**src/rtl/rr_bank_arbiter.sv**
```systemverilog
// Round-robin bank arbiter: LSB-first pick rotated past the last accepted index, registered grant.
// Latency: one cycle from request to grant; back-to-back grants on a handshake (one per cycle).
// Backpressure: a held grant stays stable until i_grant_ready; the grant is never retracted.
//
// Ports:
//   i_clk, i_rst          clock, synchronous active-high reset
//   i_req                 per-bank request vector
//   o_grant_valid         grant held on o_grant_idx / o_grant_onehot
//   o_grant_idx           granted bank index
//   o_grant_onehot        one-hot of o_grant_idx, zero when no grant is held
//   i_grant_ready         consumer accepts the held grant
module rr_bank_arbiter #(
    parameter int VECTOR_WIDTH = 8,
    parameter int PTR_WIDTH    = 3
) (
    input  logic                    i_clk,
    input  logic                    i_rst,
    input  logic [VECTOR_WIDTH-1:0] i_req,
    output logic                    o_grant_valid,
    output logic [PTR_WIDTH-1:0]    o_grant_idx,
    output logic [VECTOR_WIDTH-1:0] o_grant_onehot,
    input  logic                    i_grant_ready
);

    typedef enum logic {
        IDLE = 1'b0,
        HOLD = 1'b1
    } state_t;

    state_t                  state, state_nxt;
    logic [PTR_WIDTH-1:0]    last_idx, last_idx_nxt;
    logic [PTR_WIDTH-1:0]    grant_idx, grant_idx_nxt;
    logic [VECTOR_WIDTH-1:0] grant_onehot, grant_onehot_nxt;

    logic                    handshake;
    logic [VECTOR_WIDTH-1:0] cand;
    logic [VECTOR_WIDTH-1:0] hi_mask;
    logic [VECTOR_WIDTH-1:0] hi_cand;
    logic [VECTOR_WIDTH-1:0] search_vec;
    logic                    win_vld;
    logic [PTR_WIDTH-1:0]    win_idx;
    logic [VECTOR_WIDTH-1:0] win_onehot;

    // Winner selection. The just-accepted bank is dropped from the candidates
    // for the handshake cycle so a lone requester cannot monopolise the grant.
    always_comb begin
        handshake = (state == HOLD) && i_grant_ready;
        cand      = handshake ? (i_req & ~grant_onehot) : i_req;

        hi_mask = '0;
        for (int k = 0; k < VECTOR_WIDTH; k++) begin
            hi_mask[k] = (k > int'(last_idx));
        end
        hi_cand = cand & hi_mask;

        // Prefer banks above last_idx; otherwise wrap to the lowest candidate.
        search_vec = (|hi_cand) ? hi_cand : cand;
        win_vld    = |cand;
        win_idx    = '0;
        // Scan downward so the lowest set bit is the final assignment.
        for (int k = VECTOR_WIDTH - 1; k >= 0; k--) begin
            if (search_vec[k]) begin
                win_idx = PTR_WIDTH'(k);
            end
        end
        win_onehot = {{(VECTOR_WIDTH-1){1'b0}}, 1'b1} << win_idx;
    end

    always_comb begin
        state_nxt        = state;
        last_idx_nxt     = last_idx;
        grant_idx_nxt    = grant_idx;
        grant_onehot_nxt = grant_onehot;
        case (state)
            IDLE: begin
                if (win_vld) begin
                    grant_idx_nxt    = win_idx;
                    grant_onehot_nxt = win_onehot;
                    state_nxt        = HOLD;
                end
            end
            HOLD: begin
                // Without a handshake the grant holds regardless of i_req.
                if (handshake) begin
                    last_idx_nxt = grant_idx;
                    if (win_vld) begin
                        grant_idx_nxt    = win_idx;
                        grant_onehot_nxt = win_onehot;
                    end else begin
                        grant_onehot_nxt = '0;
                        state_nxt        = IDLE;
                    end
                end
            end
            default: begin
                state_nxt        = IDLE;
                grant_onehot_nxt = '0;
            end
        endcase
    end

    always_ff @(posedge i_clk) begin
        if (i_rst) begin
            state        <= IDLE;
            last_idx     <= PTR_WIDTH'(VECTOR_WIDTH - 1);
            grant_idx    <= '0;
            grant_onehot <= '0;
        end else begin
            state        <= state_nxt;
            last_idx     <= last_idx_nxt;
            grant_idx    <= grant_idx_nxt;
            grant_onehot <= grant_onehot_nxt;
        end
    end

    assign o_grant_valid  = (state == HOLD);
    assign o_grant_idx    = grant_idx;
    assign o_grant_onehot = grant_onehot;

endmodule

```
**config.mk**
```make
export PLATFORM = sky130hd
export DESIGN_NAME = rr_bank_arbiter
export DESIGN_NICKNAME = d
export VERILOG_FILES = /design/src/rtl/rr_bank_arbiter.sv
export SDC_FILE = /design/constraint.sdc
export NUM_CORES = 1
export LEC_CHECK = 0
export BUFFER_PORTS_ARGS = -buffer_cell sky130_fd_sc_hd__buf_2
export CAP_MARGIN = 20
export CORE_MARGIN = 2
export CORE_UTILIZATION = 48
export DETAILED_ROUTE_END_ITERATION = 16
export PLACE_DENSITY = 0.79
export SLEW_MARGIN = 20
export SYNTH_ARGS = -nofsm -noshare
export SYNTH_HDL_FRONTEND = slang
export SYNTH_SLANG_ARGS = --single-unit
```
**constraint.sdc**
```tcl
create_clock -name i_clk -period 2.13 [get_ports i_clk]
set_input_delay 0.5325 -clock i_clk [delete_from_list [all_inputs] [get_ports i_clk]]
set_output_delay 0.5325 -clock i_clk [all_outputs]
set_load 0.02 [all_outputs]
```
[After elaboration in Yosys (flattened, before gate mapping)]
Index checks and enable logic that the tools add are counted.
Storage, ports and cells
  word-level logic and storage cells: 43
  bits in latches: 0
  output and inout bits: 12
  memories kept: 0
  bits in writable memories: 0
  bits in registers: 15
  ROM bits: 0
  input bits: 11
Cells by class
  order comparisons: 7
  bitwise gates (word level): 4
  muxes and demuxes: 20
  reductions and logical operators: 5
  multipliers: 0
  div/mod/pow operators: 0
  equality and inequality tests: 2
  shift operators: 1
  add/subtract/negate cells: 0
Operator list (number)
  8-bit 2-to-1 mux: 5
  3-bit 2-to-1 mux: 10
  8-bit AND: 2
  8-bit one-hot mux with 2 select lines: 1
  8-bit OR reduction: 2
  3-bit > comparator, first input constant: 4
  8-bit inverter: 1
  1-bit by 3-bit << shifter with 8-bit output, first input constant: 1
  2-bit by 3-bit > comparator with 1-bit output, first input constant: 2
  3-bit one-hot mux with 2 select lines: 1
  2-bit AND reduction: 2
  1-bit by 3-bit > comparator with 1-bit output, first input constant: 1
  1-bit 2-to-1 mux: 2
  2-bit by 1-bit != test with 1-bit output, second input constant: 1
  2-bit != test, second input constant: 1
  1-bit one-hot mux with 2 select lines: 1
  1-bit logical AND: 1
  1-bit inverter: 1

[Longest topological paths before layout]
Gate-level depths: netlist of run 1.
  word-level depth: 18
  mapped depth: 9
  gate-level depth less buffers: 7

[Worst setup path after synthesis of run 1]
No wires, ideal clock.
  path kind: reg-to-reg
  from: reg state (netlist: o_grant_valid)
  to: reg grant_onehot[5] (netlist: o_grant_onehot[5])
  buffers on the path: 1
  clock period less this slack: 2320 ps
  required time: 2029 ps
  stages on the path, launching flop included: 9
  arrival: 2219 ps
  slack: -190 ps
  library setup time: 101 ps
  cell sequence: dfxtp_1 > buf_6 > nand3_4 > a22oi_4 > a31oi_4 > nor3_4 > mux2i_1 > o21ai_0 > o41ai_1
Between the ends
  cells in the longest elaborated chain, start to end: 17
  elaborated cells on any way between the ends: 23
  classes of those cells: 2 x eq/ne; 1 x shift; 14 x mux; 2 x bitwise; 4 x reduce/logical
RTL lines
  start: declaration: RTL line 30  | state_t state, state_nxt;
  start signal: assignment: RTL line 109  | state <= state_nxt;
  1-bit logical AND: RTL line 47  | handshake = (state == HOLD) && i_grant_ready;
  8-bit 2-to-1 mux: RTL line 48  | cand = handshake ? (i_req & ~grant_onehot) : i_req;
  8-bit AND: RTL line 54  | hi_cand = cand & hi_mask;
  8-bit OR reduction: RTL line 57  | search_vec = (|hi_cand) ? hi_cand : cand;
  8-bit 2-to-1 mux: RTL line 57
  3-bit 2-to-1 mux (8 in a row): RTL line 62  | if (search_vec[k]) begin
  1-bit by 3-bit << shifter with 8-bit output: RTL line 66  | win_onehot = {{(VECTOR_WIDTH-1){1'b0}}, 1'b1} << win_idx;
  8-bit 2-to-1 mux: RTL line 86  | if (win_vld) begin
  8-bit 2-to-1 mux: RTL line 84  | if (handshake) begin
  8-bit one-hot mux with 2 select lines: RTL line 74  | case (state)
  end signal: assignment: RTL line 112  | grant_onehot <= grant_onehot_nxt;
  end: declaration: RTL line 33  | logic [VECTOR_WIDTH-1:0] grant_onehot, grant_onehot_nxt;
Several ways; a longest one is shown, not always the timed one. The select of a mux whose other input is x is not followed.
A chain may end at the register's enable or synchronous reset.

[Worst setup path in the final report of run 1]
  from: reg state (netlist: o_grant_valid)
  to: reg grant_onehot[1] (netlist: o_grant_onehot[1])
Same word-level chain as after synthesis.

==> flow_metrics.env, run 1 <==
export IMPL_use_met2_pct=47.1
export IMPL_ys_ff_latch=15
export IMPL_areaGrowthSynthToFinish_pct=44.6
export IMPL_synth_top_cells_by_count="nand2_1, dfxtp_1, nand3_1, o21ai_0, nor2_1"
export IMPL_total_power_uw=826
export IMPL_worst_pin_slew_ns=0.590
export IMPL_cts_hold_buf=0
export IMPL_fin_util_pct=75.2
export IMPL_synth_net_count=137
export IMPL_final_nets=189
export IMPL_vias=1281
export IMPL_layout_setup_ws_ns=0.000723
export IMPL_ys_seq_area_share_pct=28.5
export IMPL_grt_pass1_wl_mm=5.06
export IMPL_grt_max_degree=12
export IMPL_dieArea_um2=2580
export IMPL_synthFlopType="dfxtp_1"
export IMPL_crit_required_ns=2.37
export IMPL_crit_fanout=8
export IMPL_cts_max_level=1
export IMPL_drt_pass1_iter_count=4
export IMPL_grt_pass1_vias=1167
export IMPL_grt_util_all_layers_pct=26.0
export IMPL_fin_setup_tns_ns=0
export IMPL_start_kind="flip-flop"
export IMPL_crit_path_end_kind="flip-flop"
export IMPL_finalHoldViolations=0
export IMPL_rsz0062_at_grt="true"
export IMPL_async_reset_ff_share_pct=0
export IMPL_max_cap_violations=0
export IMPL_ioPinCount=23
export IMPL_syn_avg_cell_area_um2=8.35
export IMPL_cts_buffer_depth=2
export IMPL_grtUsageMet3_pct=2.92
export IMPL_grt_util_met1_pct=30.6
export IMPL_die_width_um=50.8
export IMPL_synth_edf_count=0
export IMPL_synth_area_leaders="dfxtp_1, nand2_1, nand3_1, o21ai_0, nand3b_1"
export IMPL_yosysUniqueCellTypes=45
export IMPL_drtIter0Drc=53
export IMPL_start_util_pct=52.0
export IMPL_die_h_um=50.8
export IMPL_drc=0
export IMPL_place_area_um2=1360
export IMPL_port_buffers=22
export IMPL_p_per_area_nw_per_um2=543
export IMPL_routabilityCongestion=0.919
export IMPL_arrival_ns=2.37
export IMPL_yosys_warnings=0
export IMPL_yosysMostFrequentCell="nand2_1"
export IMPL_drive_above_1_share_pct=49.7
export IMPL_wire_per_inst_um=17.6
export IMPL_vias_per_cell=6.28
export IMPL_routed_wl_mm=3.59
export IMPL_antenna_found_initial=0
export IMPL_syn_inst=126
export IMPL_setup_viol=0
export IMPL_period_minus_slack_ns=2.13
export IMPL_cts_inserted_buffers=3
export IMPL_finalClockSkew_ns=0.0106
export IMPL_criticalPathCategory="reg -> reg"
export IMPL_design_area_um2=1520
export IMPL_dp_slack_ns=-0.448
export IMPL_clock_latency_ns=0.29
export IMPL_outcome="finished, final reports clean"
export IMPL_antenna_cells=0
export IMPL_dp_hpwl_mm=2.46
export IMPL_grt_overflow=0
export IMPL_fmax_ghz=0.470
export IMPL_synth_top_area_share_pct=28.5
export IMPL_fin_crit_sh_pct=100
export IMPL_leakagePower_uw=0.000656
export IMPL_synth_top_area_cell="dfxtp_1"
export IMPL_clk_pin_slew_worst_paths_ns=0.09
export IMPL_cts_sinks=15
export IMPL_core_area_um2=2020
export IMPL_postRouteAntennaNets=0
export IMPL_relSlewSlack_pct=60.4
export IMPL_hold_class="reg -> reg"
export IMPL_core_rowCount=16
export IMPL_syn_cell_area_um2=1050
export IMPL_grt_busiest_layer="met2"
export IMPL_slew_violations=0
export IMPL_cts_root_buf="clkbuf_4"
export IMPL_cts_tree="done"
export IMPL_peakVddDrop_mv=0.584
[path summary, 6_finish.rpt]
kind	from	endpoint	slack, ns	cells after the start
min reg2reg	o_grant_onehot[6]$_SDFFE_PP0P_	o_grant_onehot[6]$_SDFFE_PP0P_	0.50	2
min	o_grant_onehot[6]$_SDFFE_PP0P_	o_grant_onehot[6]$_SDFFE_PP0P_	0.50	2
max	o_grant_valid$_SDFF_PP0_	o_grant_onehot[1]$_SDFFE_PP0P_	0.0007	8
max reg2reg	o_grant_valid$_SDFF_PP0_	o_grant_onehot[1]$_SDFFE_PP0P_	0.0007	8
[flip-flops by register name, indices dropped and copies added (netlist names)]
name            cells
last_idx            3
o_grant_onehot      8
o_grant_valid       1
o_grant_idx         3
[report_power, final]
| group | internal [µW] | switching [µW] | leakage (µW) | total [µW] |
|---|---|---|---|---|
| sequential | 302 | 23.2 | 0.000123 | 326 |
| clock | 73.0 | 94.1 | 0.0000150 | 167 |
| combinational | 149 | 185 | 0.000518 | 334 |
| total | 525 | 302 | 0.000656 | 826 |
[layer usage]
metal	routed length [µm]	vias to the layer above
met4	141	0
met3	199	17
met1	1440	611
met2	1810	65
met5	0	-
li1	-	588
[through the flow]
| stage | std cells | hold WS, ns |
|---|---|---|
| final | 204 | 0.499 |
| after global routing | 204 | 0.533 |
| after CTS | 201 | 0.494 |
| after detailed placement | 195 | 0.474 |
| after global placement | 195 | 0.448 |
| after floorplan | 126 | 0.532 |
[critical path, stage by stage, from the launching register on]
cell     delay (ns)
dfxtp_4        0.42
nand3_2        0.16
a32oi_2        0.29
o32ai_2        0.16
nor4_2         0.41
o22ai_4        0.15
buf_4          0.18
a21oi_2        0.16
a22o_2         0.15
[logic make-up after synthesis]
logic type,Yosys count,synth area share (%)
AND/OR/NAND/NOR,56,29.3
flip-flops,15,28.5
multiplexers,1,0.951
AO/OA/AOI/OAI,43,35.3
buffers and inverters,11,5.94
[cell usage in the layout (no fill, tap or decap), types with 3 or more instances in the layout]
cell	n
and3_2	3
inv_1	5
buf_4	29
nor2_1	6
o21ai_1	3
nand3_1	7
nand3b_1	4
a211o_1	3
o21ai_0	5
dfxtp_1	13
clkbuf_4	4
nand2_1	19
buf_2	21
nand3_2	5
o21a_1	3
[repair_timing]
action	in CTS	in global routing
endpoints found under the setup margin	8	11
pin swaps	3	9
gates resized for setup	7	18
setup buffers	2	4
[final cells by class]
type,count,area [µm²]
well taps,27,33.8
flip-flops and latches,15,305
inverters,5,18.8
repair buffers,53,353
clock buffers,4,26.3
fillers,150,500
multi-input cells,100,785
Note: power is estimated with default switching activity, not from simulation.
==> run 2: changes to the inputs <==
--- a/config.mk
+++ b/config.mk
@@ -7,9 +7,9 @@
 export LEC_CHECK = 0
 export BUFFER_PORTS_ARGS = -buffer_cell sky130_fd_sc_hd__buf_2
 export CAP_MARGIN = 20
-export CORE_MARGIN = 2
 export CORE_UTILIZATION = 48
 export DETAILED_ROUTE_END_ITERATION = 16
+export HOLD_SLACK_MARGIN = 0.15
 export PLACE_DENSITY = 0.79
 export SLEW_MARGIN = 20
 export SYNTH_ARGS = -nofsm -noshare
==> run 2 against run 1 <==
Final cell count shrank 2.0%. Combinational power shrank 4%. Routed wire length shrank 3.2%. Worst setup slack gained 0.048 ns. Flip-flop and latch count is the same. Largest power group is now registers.
==> flow_metrics.env, run 2 (synthesized netlist as in run 1, its figures left out) <==
export IMPL_arrival_ns=2.32
export IMPL_min_path_cells=2
export IMPL_routed_wl_mm=3.48
export IMPL_largest_reg_flops=8
export IMPL_fin_setup_tns_ns=0
export IMPL_finalClockSkew_ns=0.00500
export IMPL_vias_per_cell=6.31
export IMPL_slowest_delay_ns=0.27
export IMPL_vias=1261
export IMPL_fin_cells=200
export IMPL_finalHoldViolations=0
export IMPL_grt_pass1_wl_mm=5.42
export IMPL_max_cap_violations=0
export IMPL_die_h_um=48.8
export IMPL_cts_setup_buffers=0
export IMPL_dieArea_um2=2380
export IMPL_placedCellCount=196
export IMPL_criticalPathCategory="in -> reg"
export IMPL_cts_inserted_buffers=3
export IMPL_routabilityCongestion=1.01
export IMPL_seq_area_um2=304
export IMPL_fmax_ghz=0.480
export IMPL_setup_viol=0
export IMPL_peakVddDrop_mv=0.537
export IMPL_antenna_found_initial=0
export IMPL_die_width_um=48.8
export IMPL_path_common_cell="buf_4"
export IMPL_final_common_cell="buf_4"
export IMPL_port_buffers=22
export IMPL_grt_overflow=0
export IMPL_drtIter0Drc=53
export IMPL_relSlewSlack_pct=74.4
export IMPL_final_cell_mix="buf_4, buf_2, nand2_1"
export IMPL_final_nets=185
export IMPL_multi_input_area_um2=788
export IMPL_rr_worst_depth=9
export IMPL_ioPinCount=23
export IMPL_crit_required_ns=2.37
export IMPL_crit_path_end_kind="flip-flop"
export IMPL_endpoint="o_grant_onehot[1]$_SDFFE_PP0P_"
export IMPL_total_power_uw=811
export IMPL_fin_util_pct=75.8
export IMPL_clk_pin_slew_worst_paths_ns=0.09
export IMPL_r2r_slack_ns=0.05
export IMPL_start_kind="input port"
export IMPL_core_area_um2=2000
export IMPL_leakagePower_uw=0.000653
export IMPL_dp_hpwl_mm=2.51
export IMPL_cts_hold_buf=0
export IMPL_postRouteAntennaNets=0
export IMPL_outcome="finished, final reports clean"
export IMPL_grt_max_degree=12
export IMPL_p_per_area_nw_per_um2=535
export IMPL_drt_pass1_iter_count=5
export IMPL_nFillCells=152
export IMPL_cts_tree="done"
export IMPL_path_cells="clkbuf_4 > and3_4 > a2bb2oi_4 > a21oi_4 > buf_4 > nor4_2 > o22ai_1 > buf_4 > a21oi_2 > a22o_2"
export IMPL_design_area_um2=1520
export IMPL_cts_max_level=1
export IMPL_slew_violations=0
export IMPL_fin_crit_sh_pct=97.7
export IMPL_cts_buffer_depth=2
export IMPL_areaGrowthSynthToFinish_pct=44.1
export IMPL_place_area_um2=1390
export IMPL_grt_util_all_layers_pct=29.3
export IMPL_crit_fanout=6
export IMPL_drc=0
export IMPL_drive_above_1_share_pct=48.6
export IMPL_grt_pass1_vias=1152
export IMPL_cts_sinks=15
export IMPL_worst_pin_slew_ns=0.383
export IMPL_wire_per_inst_um=17.4
export IMPL_clock_latency_ns=0.28
export IMPL_antenna_cells=0
export IMPL_rr_endpoint="o_grant_onehot[1]$_SDFFE_PP0P_"
export IMPL_cp_slowest_cell="nor4_2"
export IMPL_core_rowCount=16
export IMPL_period_minus_slack_ns=2.08
export IMPL_crit_start="i_grant_ready"
export IMPL_cts_root_buf="clkbuf_4"
export IMPL_start_util_pct=52.6
export IMPL_hold_class="reg -> reg"
export IMPL_worstReg2RegStart="o_grant_valid$_SDFF_PP0_"
==> run 2: changes by cell type in the layout (fill, tap and decap cells not counted), sizes merged <==
cell	delta
clkinv	+1
buf	-4
clkbuf	-1
==> run 2: worst min path at each step <==
stage                              startpoint                        endpoint
3_3_place_gp   o_grant_onehot[3]$_SDFFE_PP0P_  o_grant_onehot[3]$_SDFFE_PP0P_
3_5_place_dp   o_grant_onehot[3]$_SDFFE_PP0P_  o_grant_onehot[3]$_SDFFE_PP0P_
5_1_grt        o_grant_onehot[6]$_SDFFE_PP0P_  o_grant_onehot[6]$_SDFFE_PP0P_
4_1_cts        o_grant_onehot[3]$_SDFFE_PP0P_  o_grant_onehot[3]$_SDFFE_PP0P_
6_report       o_grant_onehot[3]$_SDFFE_PP0P_  o_grant_onehot[3]$_SDFFE_PP0P_
2_1_floorplan  o_grant_onehot[3]$_SDFFE_PP0P_  o_grant_onehot[3]$_SDFFE_PP0P_
==> run 2: area by class of cell <==
class | count | share of cell area (%)
clock buffer | 3 | 1.49
clock inverter | 1 | 0.330
inverter | 5 | 1.24
multi-input combinational | 100 | 52.0
sequential | 15 | 20.0
tap | 27 | 2.23
timing repair buffer | 49 | 22.7
==> run 2: repair_timing <==
item,4_1_cts,5_1_grt
endpoints found under the setup margin,4,8
pin swaps,1,11
gates resized for setup,8,15
==> run 2: per-stage QoR <==
stage	hold WS [ns]	setup slack [ns]
global route	0.517	-0.0132
CTS	0.471	0.0199
floorplan	0.532	-0.0730
global placement	0.454	-0.381
detailed placement	0.455	-0.447
finish	0.496	0.0484
==> run 2: metal layers <==
metal | share of wire (%) | track usage (%) | up-vias
li1 | - | - | 573
met1 | 41 | 37.2 | 603
met2 | 51 | 50.5 | 73
met3 | 6.3 | 3.43 | 12
met4 | 2.4 | 11.3 | 0
met5 | 0 | 0 | -
==> run 2: where the power goes <==
group | switching, µW | internal, µW | leakage (µW) | total (µW)
combinational | 177 | 144 | 0.000512 | 321
clock | 93.7 | 69.7 | 0.0000177 | 163
sequential | 24.3 | 302 | 0.000123 | 326
==> run 2: critical path: cells and delay by family <==
kind / cells / cell delay, ns
AO/OA/AOI/OAI: 5 / 0.77
buffers and inverters: 3 / 0.51
AND/OR/NAND/NOR: 2 / 0.51
